<file path="config.mk">
export PLATFORM = sky130hd
export DESIGN_NAME = sreg_write_ctrl
export DESIGN_NICKNAME = d
export VERILOG_FILES = /design/src/rtl/sreg_write_ctrl.sv
export SDC_FILE = /design/constraint.sdc
export NUM_CORES = 1
export LEC_CHECK = 0
export CAP_MARGIN = 30
export CORE_UTILIZATION = 49
export CTS_CLUSTER_DIAMETER = 40
export DETAILED_ROUTE_END_ITERATION = 16
export GPL_TIMING_DRIVEN = 0
export PLACE_DENSITY = 0.87
export SYNTH_ARGS = -nofsm -noshare
export SYNTH_HDL_FRONTEND = slang
export SYNTH_SLANG_ARGS = --single-unit
</file>
<file path="constraint.sdc">
create_clock -name clk -period 2.4 [get_ports clk]
set_input_delay 0.48 -clock clk [delete_from_list [all_inputs] [get_ports clk]]
set_output_delay 0.48 -clock clk [all_outputs]
set_load 0.01 [all_outputs]
</file>
<file path="src/rtl/sreg_write_ctrl.sv">
// Special-register write controller: buffers write requests in a small FIFO and
// issues registered one-hot write-enable pulses with data to the register bank.
module sreg_write_ctrl #(
    parameter int NUM_REGS = 8,
    parameter int SEL_W    = 4,
    parameter int DATA_W   = 8,
    parameter int DEPTH    = 2
) (
    input  logic                clk,
    input  logic                rst,
    input  logic                req_valid,
    output logic                req_ready,
    input  logic [SEL_W-1:0]    req_sel,
    input  logic [DATA_W-1:0]   req_data,
    input  logic [NUM_REGS-1:0] lock_mask,
    input  logic                stall,
    output logic [NUM_REGS-1:0] wr_en,
    output logic [DATA_W-1:0]   wr_data,
    output logic                err_range,
    output logic                err_lock,
    input  logic                err_clr,
    output logic [7:0]          wr_count
);

    localparam int AW = (DEPTH > 1) ? $clog2(DEPTH) : 1;
    localparam logic [AW:0]    FULL_LVL   = (AW + 1)'(DEPTH);
    localparam logic [SEL_W:0] NUM_REGS_C = (SEL_W + 1)'(NUM_REGS);

    logic [SEL_W-1:0]  sel_mem  [DEPTH];
    logic [DATA_W-1:0] data_mem [DEPTH];
    logic [AW-1:0]     wr_ptr;
    logic [AW-1:0]     rd_ptr;
    logic [AW:0]       count;

    logic                push;
    logic                pop;
    logic                empty;
    logic [SEL_W-1:0]    head_sel;
    logic [DATA_W-1:0]   head_data;
    logic [NUM_REGS-1:0] head_onehot;
    logic                in_range;
    logic                locked;
    logic                issue_ok;
    logic                range_err;
    logic                lock_err;

    // The issue FSM collapses onto the FIFO empty flag: ISSUE == !empty && !stall.
    assign empty     = (count == '0);
    assign req_ready = (count != FULL_LVL);
    assign push      = req_valid && req_ready;
    assign pop       = !empty && !stall;

    assign head_sel  = sel_mem[rd_ptr];
    assign head_data = data_mem[rd_ptr];

    always_comb begin
        // NOTE: default first so no path leaves head_onehot unassigned (no latch).
        head_onehot = '0;
        for (int i = 0; i < NUM_REGS; i++) begin
            head_onehot[i] = (head_sel == SEL_W'(i));
        end
    end

    // An out-of-range select has an all-zero one-hot, so it can never look locked.
    assign in_range  = ({1'b0, head_sel} < NUM_REGS_C);
    assign locked    = |(head_onehot & lock_mask);
    assign issue_ok  = pop && in_range && !locked;
    assign range_err = pop && !in_range;
    assign lock_err  = pop && in_range && locked;

    // NOTE: FIFO storage is not reset; the pointers and count alone define validity.
    always_ff @(posedge clk) begin
        if (!rst && push) begin
            sel_mem[wr_ptr]  <= req_sel;
            data_mem[wr_ptr] <= req_data;
        end
    end

    always_ff @(posedge clk) begin
        if (rst) begin
            wr_ptr    <= '0;
            rd_ptr    <= '0;
            count     <= '0;
            wr_en     <= '0;
            wr_data   <= '0;
            err_range <= 1'b0;
            err_lock  <= 1'b0;
            wr_count  <= '0;
        end else begin
            if (push) wr_ptr <= wr_ptr + 1'b1;
            if (pop)  rd_ptr <= rd_ptr + 1'b1;

            if (push && !pop)      count <= count + 1'b1;
            else if (!push && pop) count <= count - 1'b1;

            wr_en <= issue_ok ? head_onehot : '0;
            if (issue_ok) begin
                wr_data  <= head_data;
                wr_count <= wr_count + 8'd1;
            end

            // A new error on the same edge as err_clr wins over the clear.
            err_range <= (err_range && !err_clr) || range_err;
            err_lock  <= (err_lock  && !err_clr) || lock_err;
        end
    end

endmodule
</file>
### Yosys cells after proc, flatten, opt, wreduce, memory -nomap -nowiden

Memory sizes are Yosys's and may differ from the RTL's. A register that Yosys moved wholly into a read port is not among the register bits.
Index checks and enable logic that the tools add are counted.
Widths: inputs -> output; s select.

* add/subtract/negate cells: 5
* $mul: 0
* divide/modulo/power cells: 0
* order comparisons: 1
* eq/ne operators: 8
* shift-type cells: 0
* multiplexer cells: 6
* bitwise logic cells: 2
* reductions and logical operators: 26

Operators with widths (number)
* $eq 4x3->1 const B: 4
* $logic_and 1x1->1: 11
* $add 8x1->8 const B: 1
* $and 8x8->8: 1
* $eq 4x2->1 const B: 2
* $logic_not 1->1: 8
* $reduce_or 8->1: 1
* $eq 4x1->1 const B: 1
* $logic_not 4->1: 1
* $lt 4x4->1 const B: 1
* $mux 1: 4
* $mux 2: 2
* $add 1x1->1 const B: 2
* $add 2x1->2 const B: 1
* $logic_not 2->1: 1
* $logic_or 1x1->1: 2
* $ne 2x2->1 const B: 1
* $reduce_bool 2->1: 1
* $reduce_or 2->1: 1
* $sub 2x1->2 const B: 1
* $not 1->1: 1

* bits in registers: 22
* bits in latches: 0
* memory bits (writable): 24
* ROM bits: 0
* input port bits: 25
* output and inout bits: 27
* logic and storage cells: 57
* memories: 2

Memories
* data_mem: depth 2, width 8, rd ports 1, clocked after memory_dff 1, write ports 1, line 30 `logic [DATA_W-1:0] data_mem [DEPTH];`
* sel_mem: depth 2, width 4, rd ports 1, clocked after memory_dff 1, write ports 1, line 29 `logic [SEL_W-1:0] sel_mem [DEPTH];`

### Longest topological paths before layout

Gate-level depths: netlist of run 1.

* depth in word-level cells: 7
* mapped depth: 10

### Least setup slack after synthesis of run 1

OpenSTA, ideal clock, no wires.

* path kind: input port to flip-flop
* from: input rst
* to: memory data_mem[1][0], enable pin
* data arrival time: 1.805 ns
* slack: 0.196 ns
* stages on the path: 3
* path buffers: 2
* cell sequence: clkbuf_1 -> clkbuf_1 -> nor3b_1

* longest elaborated chain between the ends: 4

Ends and longest elaborated chain
* from (decl): line 10 `input logic rst,`
* $logic_not 1->1: line 73 `if (!rst && push) begin`
* $logic_and 1x1->1: line 73
* $mux 1: line 73
* $mux 1 (implied by the code): line 75 `data_mem[wr_ptr] <= req_data;`
* to (decl): line 30

Every way passes these cells.

### Worst setup path after layout of run 1

* from: input lock_mask[7]
* to: register wr_data[4] (read register of data_mem)

* longest elaborated chain between the ends: 4

Ends and longest elaborated chain
* from (decl): line 15 `input logic [NUM_REGS-1:0] lock_mask,`
* $and 8x8->8: line 66 `assign locked = |(head_onehot & lock_mask);`
* $reduce_or 8->1: line 66
* $logic_not 1->1: line 67 `assign issue_ok = pop && in_range && !locked;`
* $logic_and 1x1->1: line 67
* to (decl): line 18 `output logic [DATA_W-1:0] wr_data,`

Every way passes these cells.
A chain may end at the register's enable or synchronous reset.

==> run summary, run 1 <==
The run finished with clean final reports. The combined flip-flop and latch cell area is 0.00134 mm2. The tightest min-delay check is of the reg2reg type. Of the post-synthesis cell area, the part taken by muxes is 0.0848. The pin count of the biggest net entering global routing is 17. The number of max-capacitance violations reported came out at 0. The final setup slack of the worst path is 0.340 ns. The met3 capacity usage during global routing is 0.0392.

The worst setup path is captured at a register. For this run, the total global-route usage over all layers was measured as 0.175. In this run the most critical hold path is launched from wr_count[7]$_SDFFE_PP0P_.

The first global-routing pass estimated 6780 um of wire. The source-to-sink clock delay at the later pin of the worst-skew pair came out at 0.30 ns. The endpoint of the worst hold path is wr_count[7]$_SDFFE_PP0P_. Once layout is complete, the utilization of the core stands at 0.672. In this run the count of I/O pins placed on the die edge is 52. In this run the worst path has a maximum fanout of 10. The leading area contributor after synthesis is sky130_fd_sc_hd__edfxtp_1. The first TritonRoute pass finished after 4 iterations. The power density over cell area came out at 793 mW/mm2. In this run the clock root is driven by a sky130_fd_sc_hd__clkbuf_8. The remaining global-route overflow is 0. The post-placement cell area is 0.00284 mm2. The total of warnings raised by yosys came out at 0. The number of gates resized after CTS was 0. The aggregate routed wire length came out at 4050 um. The worst setup slack after placement is 0.0141 ns.

At the end of routability-driven placement, the weighted congestion stood at 0.833. In this run the vertical extent of the chip is 69.6 um. By area, the combinational part of the netlist is dominated by simple AND/OR/NAND/NOR gates. Of the total synthesized cell area, the portion taken by full adders, half adders and majority gates is 0.0112. Among all flip-flop cells after synthesis, the most frequent one is sky130_fd_sc_hd__dfxtp_1. The worst flop-to-flop path endpoint is wr_data[4]$_SDFFE_PP0P_.

In the routed layout, each cell is associated on average with a via count of 5.42. In the final design database the tool counted 274 nets. The post-layout total power is 2.34 mW. The number of cells on the worst hold path came out at 2. The global-route met1 utilization came out at 0.222.

The hold-fix buffer count after cts is 0. The number of distinct library cells after synthesis came out at 36. The fraction of the mapped netlist area in simple logic gates is 0.149. The placed wire-length estimate is 2990 um. The footprint of the multi-input gates is 801 um2. The worst pin sits at a relative slew slack of 0.623. In this run the remaining antenna-violating nets after routing total 0.

The final number of setup-violating endpoints is 0. STA classifies the critical path startpoint as a primary input. In the global route stage, met2 resource usage came out at 0.303. Compared with the post-synthesis result, the final layout area differs by 31.5%. The design area is 0.00295 mm2.

The area of the placeable core came out at 0.00438 mm2. In this run the core area contains 24 standard-cell rows. The flip-flop and latch count after synthesis came out at 55. For this design, the sink count on the clock tree is 55. Setup slack on the worst reg-to-reg path comes out at 0.35 ns.

Yosys attributes the largest share of cell area to sky130_fd_sc_hd__edfxtp_1 (32%), sky130_fd_sc_hd__dfxtp_1 (28%), sky130_fd_sc_hd__mux2i_1 (4.5%). The sequential-to-total area share from yosys stat is 0.598. The post-detailed-route DRC marker count is 0. The filler cell count in the final layout is 329. The number of failing hold endpoints at the final stage came to 0. The starting density of the core is 0.511. The static leakage power is 1.10 nW. Based on the critical path, the design can be clocked at up to 0.485 GHz.

The worst reg2reg path depth came out at 8. TritonCTS built the clock tree. The post-route clock skew is 0.00573 ns. The total via count in the routed design is 1,625. Synthesis handed over a netlist of 188 instances.

The arrival time of data at the critical path endpoint came out at 2.24 ns. The number of max-slew violations in the final report came out at 0. The post-synthesis compound-gate area fraction is 0.0882.

During placement, the flow inserted port buffers numbering 50. The wire length per cell came out at 13.5 um. The setup path with the least slack is of type in2reg.

The horizontal extent of the die came out at 69.6 um. The layout cell share with drive strength beyond 1 is 0.125. The clock tree buffer depth came out at 2.

The worst voltage drop across the vdd grid came out at 499 uV. The final worst-path cycle share came out at 0.859. The fraction of synthesized cell area taken by the top area cell type is 0.321.

The number of H-tree branching levels came out at 2. The average instance area after synthesis came out at 11.9 um2. After synthesis the cells add up to 0.00224 mm2.

The number of antenna violations at the first check in global routing came to 0. Setup repair after global routing left no endpoint under its margin. When the netlist entered floorplanning its net count stood at 215. The number of antenna diodes in the final layout is 0. For the pin with the worst max-slew slack, the measured transition is 0.565 ns. The total setup buffers inserted after CTS is 0. The via count of the first global-routing pass came out at 1,528.

The most used routing layer is met2. The data required time of the critical path is 2.58 ns. For this run, asynchronously set or reset flops after synthesis account for 0. The number of flops mapped to enable cells by yosys came out at 24. Across all hold checks on the routed design, the worst slack comes to 0.495 ns. The minimum clock period after layout came out at 2.06 ns. The xor-xnor portion of the synthesized cell area is 0.0195.

For this block, the initial DRC count from the detailed router was 99. The clock-pin slew reported for the worst setup and hold paths after clock tree synthesis is 0.09 ns. In this run the critical register-to-register path is launched from sel_mem[1][1]$_DFFE_PP_. The die area came out at 0.00485 mm2. The number of buffers inserted during clock tree synthesis came out at 5.
-- critical path: stages --
cell	delay, ns
sky130_fd_sc_hd__clkdlybuf4s50_1	0.47
sky130_fd_sc_hd__inv_1	0.05
sky130_fd_sc_hd__o31a_2	0.31
sky130_fd_sc_hd__a41o_1	0.26
sky130_fd_sc_hd__nand3_2	0.11
sky130_fd_sc_hd__buf_6	0.14
sky130_fd_sc_hd__buf_12	0.14
sky130_fd_sc_hd__mux2i_1	0.21
sky130_fd_sc_hd__nor2_1	0.06
-- Yosys cell counts (3+ instances only) --
cell type                   n
sky130_fd_sc_hd__dfxtp_1   31
sky130_fd_sc_hd__edfxtp_1  24
sky130_fd_sc_hd__nor2_1    22
sky130_fd_sc_hd__mux2i_1   10
sky130_fd_sc_hd__a21oi_1    8
sky130_fd_sc_hd__mux2_2     8
sky130_fd_sc_hd__nor4_1     8
sky130_fd_sc_hd__o21ai_0    7
sky130_fd_sc_hd__or3_1      7
sky130_fd_sc_hd__inv_1      6
sky130_fd_sc_hd__o21ai_1    6
sky130_fd_sc_hd__clkbuf_1   5
sky130_fd_sc_hd__nand2_1    5
sky130_fd_sc_hd__xor2_1     5
sky130_fd_sc_hd__buf_6      3
sky130_fd_sc_hd__nand3_1    3
sky130_fd_sc_hd__nand4_1    3
sky130_fd_sc_hd__nor3_1     3
sky130_fd_sc_hd__nor3b_1    3
-- how the worst max path moves through the flow --
stage / to / startpoint / cells after the start
finish: wr_data[4]$_SDFFE_PP0P_ / lock_mask[7] / 9
global placement: sel_mem[1][2]$_DFFE_PP_ / req_valid / 3
global route: wr_data[7]$_SDFFE_PP0P_ / lock_mask[3] / 9
CTS: wr_data[4]$_SDFFE_PP0P_ / lock_mask[3] / 9
detailed placement: wr_data[4]$_SDFFE_PP0P_ / lock_mask[3] / 9
floorplan: data_mem[1][0]$_DFFE_PP_ / rst / 3
-- state kept, by name (all words and copies together) (netlist names), named ones only --
name and flops:
count 2, data_mem 16, err_lock 1, err_range 1, rd_ptr 1, sel_mem 8, wr_count 8, wr_data 8
wr_en 8, wr_ptr 1
-- routing by layer --
metal | vias to the layer above | share of wire
met2 | 52 | 0.50
met4 | 0 | 0.0072
met3 | 5 | 0.045
li1 | 801 | -
met1 | 767 | 0.45
met5 | - | 0
-- report_power, final --
group	switching, mW	internal (mW)
clock network	0.274	0.305
logic	0.303	0.323
registers	0.0565	1.07
-- cell families after synthesis --
family / Yosys count
muxes: 18
DFF: 55
xor gates and xnor gates: 5
AOI/OAI and AO/OA: 30
buffers and inverters: 16
and+or+nand+nor: 62
adders and majority gates: 2
-- area by class of cell --
cell class,count,share of cell area
Clock buffer,5,0.0233
Buffer,10,0.0297
Clock inverter,3,0.0132
Tap cell,52,0.0221
Inverter,6,0.00764
Timing Repair Buffer,52,0.177
Multi-Input combinational cell,117,0.272
Sequential cell,55,0.455
-- per-stage QoR --
stage,cells,setup TNS [ns]
2_1_floorplan,188,0
3_3_place_gp,290,-12.10
3_5_place_dp,292,0
4_1_cts,300,0
5_1_grt,300,0
6_report,300,0
-- cells in the final DEF (no fill, tap or decap), types with 7 or more instances in the layout --
cell type	netlist	routed
sky130_fd_sc_hd__or3_1	7	7
sky130_fd_sc_hd__dfxtp_1	31	31
sky130_fd_sc_hd__nor2_1	22	22
sky130_fd_sc_hd__mux2i_1	10	10
sky130_fd_sc_hd__nor4_1	8	8
sky130_fd_sc_hd__clkdlybuf4s50_1	0	50
sky130_fd_sc_hd__mux2_2	8	8
sky130_fd_sc_hd__o21ai_0	7	7
sky130_fd_sc_hd__a21oi_1	8	8
sky130_fd_sc_hd__edfxtp_1	24	24
Power figures use the tool's default switching activity.
==> inputs of run 2 (changes only) <==
--- a/config.mk
+++ b/config.mk
@@ -5,12 +5,14 @@
 export SDC_FILE = /design/constraint.sdc
 export NUM_CORES = 1
 export LEC_CHECK = 0
+export ABC_CLOCK_PERIOD_IN_PS = 2400
 export CAP_MARGIN = 30
-export CORE_UTILIZATION = 49
+export CORE_UTILIZATION = 60
 export CTS_CLUSTER_DIAMETER = 40
 export DETAILED_ROUTE_END_ITERATION = 16
+export DONT_BUFFER_PORTS = 1
 export GPL_TIMING_DRIVEN = 0
-export PLACE_DENSITY = 0.87
+export PLACE_DENSITY = 0.84
 export SYNTH_ARGS = -nofsm -noshare
 export SYNTH_HDL_FRONTEND = slang
 export SYNTH_SLANG_ARGS = --single-unit
==> run summary, run 2 (synthesized netlist as in run 1, its figures left out) <==
The class of the most critical setup path is reg2reg. The wire length per cell is 17.1 um (+27%). The filler cell count in the final layout is 274 (-17%). The area of the placeable core is 0.00347 mm2 (-21%). The beginning of the worst register-to-register path is sel_mem[1][1]$_DFFE_PP_. The total via count in the routed design is 1,436 (-12%). The largest fanout on the critical path came out at 10 (unchanged). The horizontal extent of the die is 63.1 um (-9.4%). The worst setup path is launched from a register. The count of instances resized after the clock tree is built came out at 0 (unchanged). The port buffer count came out at 0 (-100%). The worst voltage drop across the vdd grid is 492 uV (-1.4%). The number of H-tree branching levels came to 2 (unchanged). The filler-free cell count of the finished design is 242 (-19%). The number of DRC violations after detailed-routing iteration 0 is 105 (+6.1%).

The die area came out at 0.00399 mm2 (-18%). The hold-fix buffer count after cts is 0 (unchanged). The remaining global-route overflow came to 0 (unchanged). The design area came out at 0.00240 mm2 (-19%).

The minimum clock period after layout was 2.07 ns (+0.00613 ns). The routed length on met3 is 310 um (+70%). Setup repair after global routing left no endpoint under its margin. The final number of setup-violating endpoints is 0 (unchanged). The static leakage power came out at 0.898 nW (-18%).

The post-detailed-route DRC marker count was 0 (unchanged). The critical path's slowest cell is sky130_fd_sc_hd__edfxtp_1. The layout overhead on the synthesized area is 6.98%.

The net count reported at finish is 222 (-19%). The via count of the first global-routing pass came out at 1,481 (-3.1%). The final weighted congestion of routability-driven global placement is 1.02 (+23%). The highest achievable clock rate is 0.484 GHz (-0.30%). The placed wire-length estimate is 3060 um (+2.4%). The endpoint of the worst hold path is data_mem[1][1]$_DFFE_PP_. The clock-pin slew reported for the worst setup and hold paths after clock tree synthesis came out at 0.08 ns (about the same). The number of max-capacitance violations reported came out at 0 (unchanged). The worst max-slew margin expressed relative to the limit was 0.314 (-0.310). The library cell used most frequently in the layout, excluding fill and tap cells, is sky130_fd_sc_hd__dfxtp_1. The critical path goes through nor3b_1 > o21ai_0 > a41o_1 > nand3_2 > buf_6 > buf_12 > mux2i_1 > nor2_1. The layout cell share with drive strength beyond 1 came to 0.153 (+0.0281). The global-route wire length before repair came out at 6710 um (-0.92%).

The aggregate routed wire length came out at 4140 um (+2.1%). The number of buffers inserted during clock tree synthesis came out at 5 (unchanged). The flip-flop count of the largest register, all copies and words added was 16 (unchanged). The post-layout total power is 2.15 mW (-7.8%). The y dimension of the die is 63.1 um (-9.4%). The startpoint identified for the worst hold timing path is req_data[1]. The total setup buffers inserted after CTS was 0 (unchanged).

The pin slew with the least headroom to its limit came to 1.02 ns (+0.459 ns). The clock tree buffer depth came out at 2 (unchanged). The root buffer cell chosen for the clock tree is sky130_fd_sc_hd__clkbuf_8. The post-route clock skew was 0.00325 ns (-0.00248 ns).

The number of antenna violations at the first check in global routing came out at 0 (unchanged). The count of buffering cells on the critical path with inverters included came to 2 (-2). The combined flip-flop and latch cell area was 0.00134 mm2 (unchanged). The worst flop-to-flop path endpoint is wr_data[3]$_SDFFE_PP0P_. The number of max-slew violations in the final report is 0 (unchanged). The mean number of vias per cell was 5.93 (+9.5%). The detailed-routed wire length on met2 came out at 2130 um (+5.3%). TritonCTS built the clock tree. The number of nets with antenna violations after routing came out at 0 (unchanged). The pin count of the biggest net entering global routing is 16 (-1). The antenna diode count is 0 (unchanged). The overall global routing resource usage came to 0.226 (+0.0510). The data required time of the critical path came out at 2.58 ns (about the same). The final-layout worst hold slack came to 0.267 ns (-0.228 ns).

The power density over cell area is 898 mW/mm2 (+13%). The source-to-sink clock delay at the later pin of the worst-skew pair came out at 0.30 ns (about the same). The flow ran to the end, and the final reports show no timing, DRC or antenna violations. The total number of placement rows is 21 (-13%). The post-placement cell area is 0.00231 mm2 (-19%).

In this run the worst hold path is classified as in2reg. The core utilization of the finished layout came out at 0.692 (+0.0192). The I/O pin count came out at 52 (unchanged). The starting density of the core came out at 0.646 (+0.135). The total negative slack is 0 ns (unchanged). The final setup slack of the worst path came out at 0.333 ns (-0.00613 ns). The worst setup path is captured at a register. The worst reg2reg path depth is 8 (unchanged). The reg-to-reg setup timing slack came to 0.33 ns (-0.02 ns).

The highest layer touched by signal routing is met4. The number of cells on the worst hold path is 0 (-2). Grouping stages by cell kind, the critical path spends the most delay in simple AND/OR/NAND/NOR gates. The count of placed standard cells including taps came out at 234 (-20%). The footprint of the multi-input gates came to 801 um2 (unchanged). The top cell types in the final layout, fill and taps aside, are sky130_fd_sc_hd__dfxtp_1 (31), sky130_fd_sc_hd__edfxtp_1 (24), sky130_fd_sc_hd__nor2_1 (22). The highest cell delay on the worst timing path is 0.47 ns (about the same).

The largest register by flop count is data_mem. The number of clock sinks seen by CTS is 55 (unchanged). The arrival time of data at the critical path endpoint came out at 2.24 ns (about the same). The wire length the detailed router placed on met1 came out at 1580 um (-13%). The worst setup slack after placement was 0.225 ns (+0.211 ns).

The iteration count of the initial detailed-routing pass is 4 (unchanged). The number of failing hold endpoints at the final stage came to 0 (unchanged). The final worst-path cycle share is 0.861 (+0.00256).
run 2: worst max path at each step:
stage | start | endpoint | slack [ns] | depth (start not counted)
2_1_floorplan | rst | data_mem[1][0]$_DFFE_PP_ | 0.20 | 3
3_3_place_gp | rst | sel_mem[1][2]$_DFFE_PP_ | -0.32 | 3
3_5_place_dp | rst | data_mem[1][2]$_DFFE_PP_ | 0.23 | 3
4_1_cts | sel_mem[1][1]$_DFFE_PP_ | wr_data[3]$_SDFFE_PP0P_ | 0.35 | 8
5_1_grt | sel_mem[1][1]$_DFFE_PP_ | wr_data[3]$_SDFFE_PP0P_ | 0.19 | 8
6_report | sel_mem[1][1]$_DFFE_PP_ | wr_data[3]$_SDFFE_PP0P_ | 0.33 | 8
run 2: worst reg2reg max path, cell delays in order, from the launching register on:
cell and delay [ns]:
sky130_fd_sc_hd__edfxtp_1 0.47, sky130_fd_sc_hd__nor3b_1 0.34, sky130_fd_sc_hd__o21ai_0 0.18, sky130_fd_sc_hd__a41o_1 0.29, sky130_fd_sc_hd__nand3_2 0.11, sky130_fd_sc_hd__buf_6 0.15, sky130_fd_sc_hd__buf_12 0.14, sky130_fd_sc_hd__mux2i_1 0.19
sky130_fd_sc_hd__nor2_1 0.06
run 2: final cells by class:
| cell class | instances | area share |
|---|---|---|
| buffer | 10 | 0.0365 |
| clock buffer | 7 | 0.0350 |
| clock inverter | 1 | 0.00209 |
| sequential | 55 | 0.559 |
| multi-input combinational | 117 | 0.334 |
| inverter | 6 | 0.00939 |
| tap | 46 | 0.0240 |
run 2: layer usage:
| layer | GRT usage | up-vias |
|---|---|---|
| li1 | - | 696 |
| met1 | 0.233 | 675 |
| met2 | 0.405 | 56 |
| met3 | 0.0743 | 9 |
| met4 | 0.116 | 0 |
| met5 | 0 | - |
run 2: power breakdown:
| part | internal (mW) | switching [mW] |
|---|---|---|
| clock | 0.228 | 0.269 |
| sequential | 1.08 | 0.0744 |
| combinational | 0.231 | 0.275 |
